==> src/rtl/fifo_vpar_pkg.sv <==
// -----------------------------------------------------------------------------
// fifo_vpar_pkg
// Shared definitions for the variable-parallelism FIFO:
//   - width helpers for counts, occupancy and pointers
//   - wrap_add: modulo-DEPTH pointer advance (DEPTH need not be a power of two)
//   - min_u: unsigned minimum
//   - xfer_t: per-cycle transfer/error decision bundle
// -----------------------------------------------------------------------------
package fifo_vpar_pkg;

  localparam int unsigned DEF_WIDTH     = 32'd16;
  localparam int unsigned DEF_DEPTH     = 32'd8;
  localparam int unsigned DEF_PAR_WRITE = 32'd2;
  localparam int unsigned DEF_PAR_READ  = 32'd4;

  // Per-cycle decisions taken by the handshake logic.
  typedef struct packed {
    logic wr_fire;
    logic rd_fire;
    logic wr_err;
    logic rd_err;
  } xfer_t;

  // Bits needed to hold a count in 0..max_cnt.
  function automatic int unsigned cnt_width(input int unsigned max_cnt);
    return (max_cnt < 32'd1) ? 32'd1 : $clog2(max_cnt + 32'd1);
  endfunction

  // Bits needed to address 0..depth-1.
  function automatic int unsigned ptr_width(input int unsigned depth);
    return (depth <= 32'd1) ? 32'd1 : $clog2(depth);
  endfunction

  // Modulo advance by conditional subtract; valid while ptr < depth and inc <= depth.
  function automatic int unsigned wrap_add(input int unsigned ptr,
                                           input int unsigned inc,
                                           input int unsigned depth);
    int unsigned sum;
    sum = ptr + inc;
    return (sum >= depth) ? (sum - depth) : sum;
  endfunction

  function automatic int unsigned min_u(input int unsigned a, input int unsigned b);
    return (a < b) ? a : b;
  endfunction

endpackage

==> src/rtl/fifo_vpar_mem.sv <==
// -----------------------------------------------------------------------------
// fifo_vpar_mem
// Element storage for fifo_vpar. PAR_WRITE independent write lanes (enable +
// address each) and PAR_READ combinational read lanes. The array is not reset;
// the top level masks any lane not backed by valid data.
// Ports:
//   clk      clock
//   i_we     per-lane write enable
//   i_waddr  per-lane write address, lane i at [i*PTR_W +: PTR_W]
//   i_wdata  per-lane write data,    lane i at [i*WIDTH +: WIDTH]
//   i_raddr  per-lane read address
//   o_rdata  per-lane read data (combinational)
// -----------------------------------------------------------------------------
module fifo_vpar_mem #(
  parameter int unsigned WIDTH     = 16,
  parameter int unsigned DEPTH     = 8,
  parameter int unsigned PAR_WRITE = 2,
  parameter int unsigned PAR_READ  = 4,
  parameter int unsigned PTR_W     = 3
) (
  input  logic                         clk,
  input  logic [PAR_WRITE-1:0]         i_we,
  input  logic [PAR_WRITE*PTR_W-1:0]   i_waddr,
  input  logic [PAR_WRITE*WIDTH-1:0]   i_wdata,
  input  logic [PAR_READ*PTR_W-1:0]    i_raddr,
  output logic [PAR_READ*WIDTH-1:0]    o_rdata
);

  logic [WIDTH-1:0] r_mem [DEPTH];

  // Write lanes; addresses within one cycle are always distinct.
  always_ff @(posedge clk) begin
    for (int unsigned i = 0; i < PAR_WRITE; i++) begin
      if (i_we[i]) begin
        r_mem[i_waddr[i*PTR_W +: PTR_W]] <= i_wdata[i*WIDTH +: WIDTH];
      end
    end
  end

  // Combinational read lanes feeding the show-ahead output.
  always_comb begin
    o_rdata = '0;
    for (int unsigned i = 0; i < PAR_READ; i++) begin
      o_rdata[i*WIDTH +: WIDTH] = r_mem[i_raddr[i*PTR_W +: PTR_W]];
    end
  end

endmodule

==> src/rtl/fifo_vpar.sv <==
// -----------------------------------------------------------------------------
// fifo_vpar
// Multi-lane FIFO: writes 1..PAR_WRITE elements and reads 1..PAR_READ elements
// per cycle with valid/ready handshakes. Show-ahead output, arbitrary DEPTH,
// almost-full/almost-empty thresholds, optional partial reads, sticky
// protocol-error flag.
// Ports:
//   clk, rstn (sync, active-low), clear (sync flush, same effect as reset)
//   in_valid/in_count/din/in_ready   producer side, lane 0 oldest
//   out_valid/out_avail/dout         show-ahead consumer view, lane 0 oldest
//   out_ready/out_take               consumer pop request
//   level, almost_full, almost_empty occupancy status
//   proto_err                        sticky protocol violation
// -----------------------------------------------------------------------------
module fifo_vpar
  import fifo_vpar_pkg::*;
#(
  parameter int unsigned WIDTH        = DEF_WIDTH,
  parameter int unsigned DEPTH        = DEF_DEPTH,
  parameter int unsigned PAR_WRITE    = DEF_PAR_WRITE,
  parameter int unsigned PAR_READ     = DEF_PAR_READ,
  parameter int unsigned AF_LEVEL     = DEPTH - PAR_WRITE,
  parameter int unsigned AE_LEVEL     = PAR_READ,
  parameter bit          PARTIAL_READ = 1'b1
) (
  input  logic                               clk,
  input  logic                               rstn,
  input  logic                               clear,
  input  logic                               in_valid,
  input  logic [cnt_width(PAR_WRITE)-1:0]    in_count,
  input  logic [WIDTH*PAR_WRITE-1:0]         din,
  output logic                               in_ready,
  output logic                               out_valid,
  output logic [cnt_width(PAR_READ)-1:0]     out_avail,
  output logic [WIDTH*PAR_READ-1:0]          dout,
  input  logic                               out_ready,
  input  logic [cnt_width(PAR_READ)-1:0]     out_take,
  output logic [cnt_width(DEPTH)-1:0]        level,
  output logic                               almost_full,
  output logic                               almost_empty,
  output logic                               proto_err
);

  localparam int unsigned OC_W  = cnt_width(PAR_READ);
  localparam int unsigned LV_W  = cnt_width(DEPTH);
  localparam int unsigned PTR_W = ptr_width(DEPTH);

  logic [PTR_W-1:0] r_wptr;
  logic [PTR_W-1:0] r_rptr;
  logic [LV_W-1:0]  r_level;
  logic             r_proto_err;

  int unsigned w_level_u;
  int unsigned w_free_u;
  int unsigned w_in_cnt_u;
  int unsigned w_take_u;
  int unsigned w_avail_u;
  int unsigned w_wcnt_u;
  int unsigned w_rcnt_u;
  xfer_t       w_xfer;

  logic [PAR_WRITE-1:0]       w_we;
  logic [PAR_WRITE*PTR_W-1:0] w_waddr;
  logic [PAR_READ*PTR_W-1:0]  w_raddr;
  logic [PAR_READ*WIDTH-1:0]  w_rdata;

  // Occupancy view, handshakes and transfer/error decisions from registered state.
  always_comb begin
    w_level_u  = 32'(r_level);
    // Free space ignores a same-cycle read: no read-to-write bypass.
    w_free_u   = DEPTH - w_level_u;
    w_in_cnt_u = 32'(in_count);
    if (PARTIAL_READ) begin
      w_avail_u = min_u(w_level_u, PAR_READ);
      w_take_u  = 32'(out_take);
    end else begin
      w_avail_u = (w_level_u >= PAR_READ) ? PAR_READ : 32'd0;
      w_take_u  = PAR_READ;
    end

    in_ready     = (w_in_cnt_u <= w_free_u) && (w_in_cnt_u <= PAR_WRITE);
    out_valid    = (w_avail_u != 32'd0);
    out_avail    = OC_W'(w_avail_u);
    level        = r_level;
    almost_full  = (w_level_u >= AF_LEVEL);
    almost_empty = (w_level_u < AE_LEVEL);
    proto_err    = r_proto_err;

    w_xfer         = '0;
    w_xfer.wr_err  = in_valid && (w_in_cnt_u > PAR_WRITE);
    w_xfer.wr_fire = in_valid && in_ready && (w_in_cnt_u != 32'd0);
    w_xfer.rd_err  = PARTIAL_READ && out_ready && out_valid && (w_take_u > w_avail_u);
    w_xfer.rd_fire = out_valid && out_ready && (w_take_u != 32'd0) && (w_take_u <= w_avail_u);

    w_wcnt_u = w_xfer.wr_fire ? w_in_cnt_u : 32'd0;
    w_rcnt_u = w_xfer.rd_fire ? w_take_u : 32'd0;
  end

  // Per-lane write enables/addresses and show-ahead read addresses.
  always_comb begin
    w_we    = '0;
    w_waddr = '0;
    w_raddr = '0;
    for (int unsigned i = 0; i < PAR_WRITE; i++) begin
      w_we[i]                   = w_xfer.wr_fire && (i < w_in_cnt_u);
      w_waddr[i*PTR_W +: PTR_W] = PTR_W'(wrap_add(32'(r_wptr), i, DEPTH));
    end
    for (int unsigned i = 0; i < PAR_READ; i++) begin
      w_raddr[i*PTR_W +: PTR_W] = PTR_W'(wrap_add(32'(r_rptr), i, DEPTH));
    end
  end

  // Mask lanes beyond out_avail so stale array contents never leak out.
  always_comb begin
    dout = '0;
    for (int unsigned i = 0; i < PAR_READ; i++) begin
      if (i < w_avail_u) begin
        dout[i*WIDTH +: WIDTH] = w_rdata[i*WIDTH +: WIDTH];
      end else begin
        dout[i*WIDTH +: WIDTH] = '0;
      end
    end
  end

  // Pointer, occupancy and sticky error state; clear wins over any transfer.
  always_ff @(posedge clk) begin
    if (!rstn || clear) begin
      r_wptr      <= '0;
      r_rptr      <= '0;
      r_level     <= '0;
      r_proto_err <= 1'b0;
    end else begin
      if (w_xfer.wr_fire) begin
        r_wptr <= PTR_W'(wrap_add(32'(r_wptr), w_in_cnt_u, DEPTH));
      end
      if (w_xfer.rd_fire) begin
        r_rptr <= PTR_W'(wrap_add(32'(r_rptr), w_take_u, DEPTH));
      end
      r_level <= LV_W'(w_level_u + w_wcnt_u - w_rcnt_u);
      if (w_xfer.wr_err || w_xfer.rd_err) begin
        r_proto_err <= 1'b1;
      end
    end
  end

  fifo_vpar_mem #(
    .WIDTH     (WIDTH),
    .DEPTH     (DEPTH),
    .PAR_WRITE (PAR_WRITE),
    .PAR_READ  (PAR_READ),
    .PTR_W     (PTR_W)
  ) u_mem (
    .clk     (clk),
    .i_we    (w_we),
    .i_waddr (w_waddr),
    .i_wdata (din),
    .i_raddr (w_raddr),
    .o_rdata (w_rdata)
  );

endmodule

==> config.mk <==
export PLATFORM = sky130hd
export DESIGN_NAME = fifo_vpar
export DESIGN_NICKNAME = d
export VERILOG_FILES = /design/src/rtl/fifo_vpar_pkg.sv /design/src/rtl/fifo_vpar_mem.sv /design/src/rtl/fifo_vpar.sv
export SDC_FILE = /design/constraint.sdc
export NUM_CORES = 1
export LEC_CHECK = 0
export CORE_MARGIN = 1.5
export CORE_UTILIZATION = 32
export CTS_BUF_LIST = sky130_fd_sc_hd__clkbuf_8
export DETAILED_ROUTE_END_ITERATION = 6
export PLACE_DENSITY = 0.62
export REMOVE_ABC_BUFFERS = 1
export SLEW_MARGIN = 20
export SYNTH_ARGS = -nofsm -noshare
export SYNTH_HDL_FRONTEND = slang
export SYNTH_SLANG_ARGS = --single-unit
==> constraint.sdc <==
create_clock -name clk -period 4.4 [get_ports clk]
set_clock_uncertainty 0.15 [all_clocks]
set_input_delay 1.32 -clock clk [delete_from_list [all_inputs] [get_ports clk]]
set_output_delay 1.32 -clock clk [all_outputs]
set_load 0.02 [all_outputs]
==> qor.csv <==
metric,value,unit
run status,finished clean,
CTS H-tree depth,4,
minimum clock period,4.31,ns
# DRC,0,
final setup margin,0.0913,ns
antenna violations before repair,1,
CP Capture Type,primary output,
I/O Pins,118,
Die Span Y,189,um
cell with the most instances after synthesis,edfxtp_1,
met1 Usage GRT,22.7,%
fin crit share,97.9,%
crit start category,register,
Synth top cells by count,"128 x edfxtp_1, 113 x mux4_2, 69 x nor2_1",
Yosys warnings,0,
met3 Use GR,3.02,%
Port Buffers,117,
number of synthesized flops with an enable pin,128,
RR Startpoint,level[1],
layout cells sized above 1,32.8,%
vias in the first global route,7868,
slack of the worst reg-to-reg path,0.66,ns
Hold Path Sink,proto_err,
global-route usage over all layers,18.7,%
cts bufs inserted,17,
R2R Path End,level[3],
Initial Util,32.7,%
Worst Hold Depth,2,
drt via density,5.60,
met2 Usage GRT,34.0,%
Final Wtd Congestion,0.826,
Mapped Cells,801,
max_cap viols,0,
flop and latch count out of synthesis,142,
clock-pin slew on the worst setup and hold paths,0.08,ns
post-route ant nets,0,
Hold WC Path Type,reg2reg,
clk sinks,142,
Vias,7790,
drt total wl,33500,um
Slew Limit Fails,0,
Worst VDD drop,0.167,mV
fin util,40.6,%
Syn-to-layout area delta,24.1,%
Async SR Flop Fraction,0,%
Worst-Margin Slew,0.910,ns
Unique masters post-synth,57,
Setup CP Type,reg2out,
Iter 0 DRT Violations,657,
Leakage,0.00486,uW
Sum Neg Setup Slack,0,ns
"Hold Vio Cnt, Final",0,
Post-Syn Area per Cell,13.8,um2
DIE AREA,0.0356,mm2
Crit Path Max Fanout,16,
ranking of synthesized cells by area,"edfxtp_1 35%, mux4_2 23%, mux2_2 5.6%",
num rows,67,
sequential cell area fraction in the yosys report,37.4,%
CORE AREA,0.0337,mm2
Avg WL per Cell,24.1,um
Worst-Skew Late Latency,0.46,ns
CTS tree,built,
Die W,189,um
global route overflow,0,
Post-Syn Area,0.0110,mm2
post-DP HPWL,21100,um
RSZ-0062 raised after global routing,yes,
top cell type's share of synthesized area,34.9,%
largest net degree at the start of global routing,42,
Final nets,993,
fmax,0.232,GHz
r2r worst-path depth,15,
CTS root buf,clkbuf_8,
DP Worst Slack,-0.294,ns
Slew Limit Headroom,39.2,%
hold path startpoint,proto_err,
Crit path required time,2.93,ns
drt first pass iters,5,
Crit path arrival time,2.84,ns
Pwr Total,5040,uW
Post-synth top flop,edfxtp_1,
Setup Viol. Count Final,0,
CTS Buffer Depth,2,
post-synth top area cell,edfxtp_1,
global-route wire length before repair,49000,um
"Hold-fix buffers, CTS",0,
power per cell area,369,mW/mm2
GRT Max-Usage Layer,met2,
==> stage by stage <==
| stage | cell area (um2) | hold WS (ns) | std cells |
|---|---|---|---|
| 3_3_place_gp | 13000 | 0.367 | 1353 |
| 2_1_floorplan | 10700 | 0.388 | 735 |
| 3_5_place_dp | 13000 | 0.390 | 1353 |
| 6_report | 13700 | 0.408 | 1392 |
| 4_1_cts | 13500 | 0.409 | 1388 |
| 5_1_grt | 13700 | 0.464 | 1391 |
==> sequential cells by signal, summed over array words and instances, names as in the netlist, named ones only <==
register	count
level	4
proto_err	1
r_rptr	3
r_wptr	3
u_mem.r_mem	128
==> metal layers <==
metal	wire (um)	share of wire [%]
met1	12800	38
met2	17800	53
met3	2230	6.6
met4	658	2.0
met5	0	0
==> critical path, cell delays in order, from the launching register on <==
cell and delay, ns:
dfxtp_4 0.49, inv_1 0.14, ha_1 0.29, xnor2_4 0.25
clkbuf_16 0.26, mux4_2 0.31, a22o_1 0.30, dlygate4sd2_1 0.34
==> repair_timing <==
item	4_1_cts	5_1_grt
pin swaps	0	1
gates resized for setup	17	32
setup endpoints to repair	19	27
gates cloned	1	3
setup buffers	2	0
==> logic make-up after synthesis <==
logic type,Yosys count,synth area share (%)
AOI/OAI and AO/OA,101,6.33
xor gates and xnor gates,7,0.556
adders and majority gates,21,2.66
buffers and inverters,89,3.94
DFF,142,37.4
muxes,302,42.4
and+or+nand+nor,139,6.71
==> placed cells by master (no fill, tap or decap), types with 4 or more instances in the layout <==
master / instances
edfxtp_1: 128
mux4_2: 113
clkdlybuf4s50_1: 81
nor2_1: 65
mux2i_1: 61
mux2_2: 55
mux2_1: 53
buf_4: 41
a22o_1: 33
nand2_1: 30
dlymetal6s2s_1: 29
a21oi_1: 28
inv_1: 24
o21ai_0: 20
mux2_4: 20
clkbuf_8: 17
ha_1: 16
dfxtp_1: 10
buf_12: 9
dlygate4sd2_1: 6
and2_1: 5
nor2_2: 4
xor2_1: 4
nor3b_1: 4
fa_1: 4
clkinv_4: 4
bufinv_16: 4
==> power by group <==
group / internal, uW / total (uW) / switching, uW
Sequential: 1530 / 1580 / 54.0
Combinational: 1030 / 2310 / 1280
Clock: 617 / 1150 / 531
Total: 3170 / 5040 / 1870
==> how the worst max path moves through the flow <==
stage,startpoint,to,slack (ns)
after floorplan,r_rptr[0],dout[48],-4.81
final,r_rptr[0],dout[50],0.09
after detailed placement,in_count[0],in_ready,-0.29
after global placement,in_count[0],in_ready,-0.26
after CTS,r_rptr[0],dout[49],0.004
after global routing,r_rptr[0],dout[32],-0.009
==> area by class of cell <==
| class | instances | area [um2] |
|---|---|---|
| fillers | 3183 | 20000 |
| multi-input cells | 570 | 6550 |
| flip-flops and latches | 142 | 4130 |
| repair buffers | 176 | 1920 |
| well taps | 448 | 561 |
| clock buffers | 17 | 234 |
| clock inverters | 15 | 196 |
| inverters | 23 | 86.3 |
| diodes | 1 | 2.50 |
No activity file was read; power rests on OpenSTA's default activity.
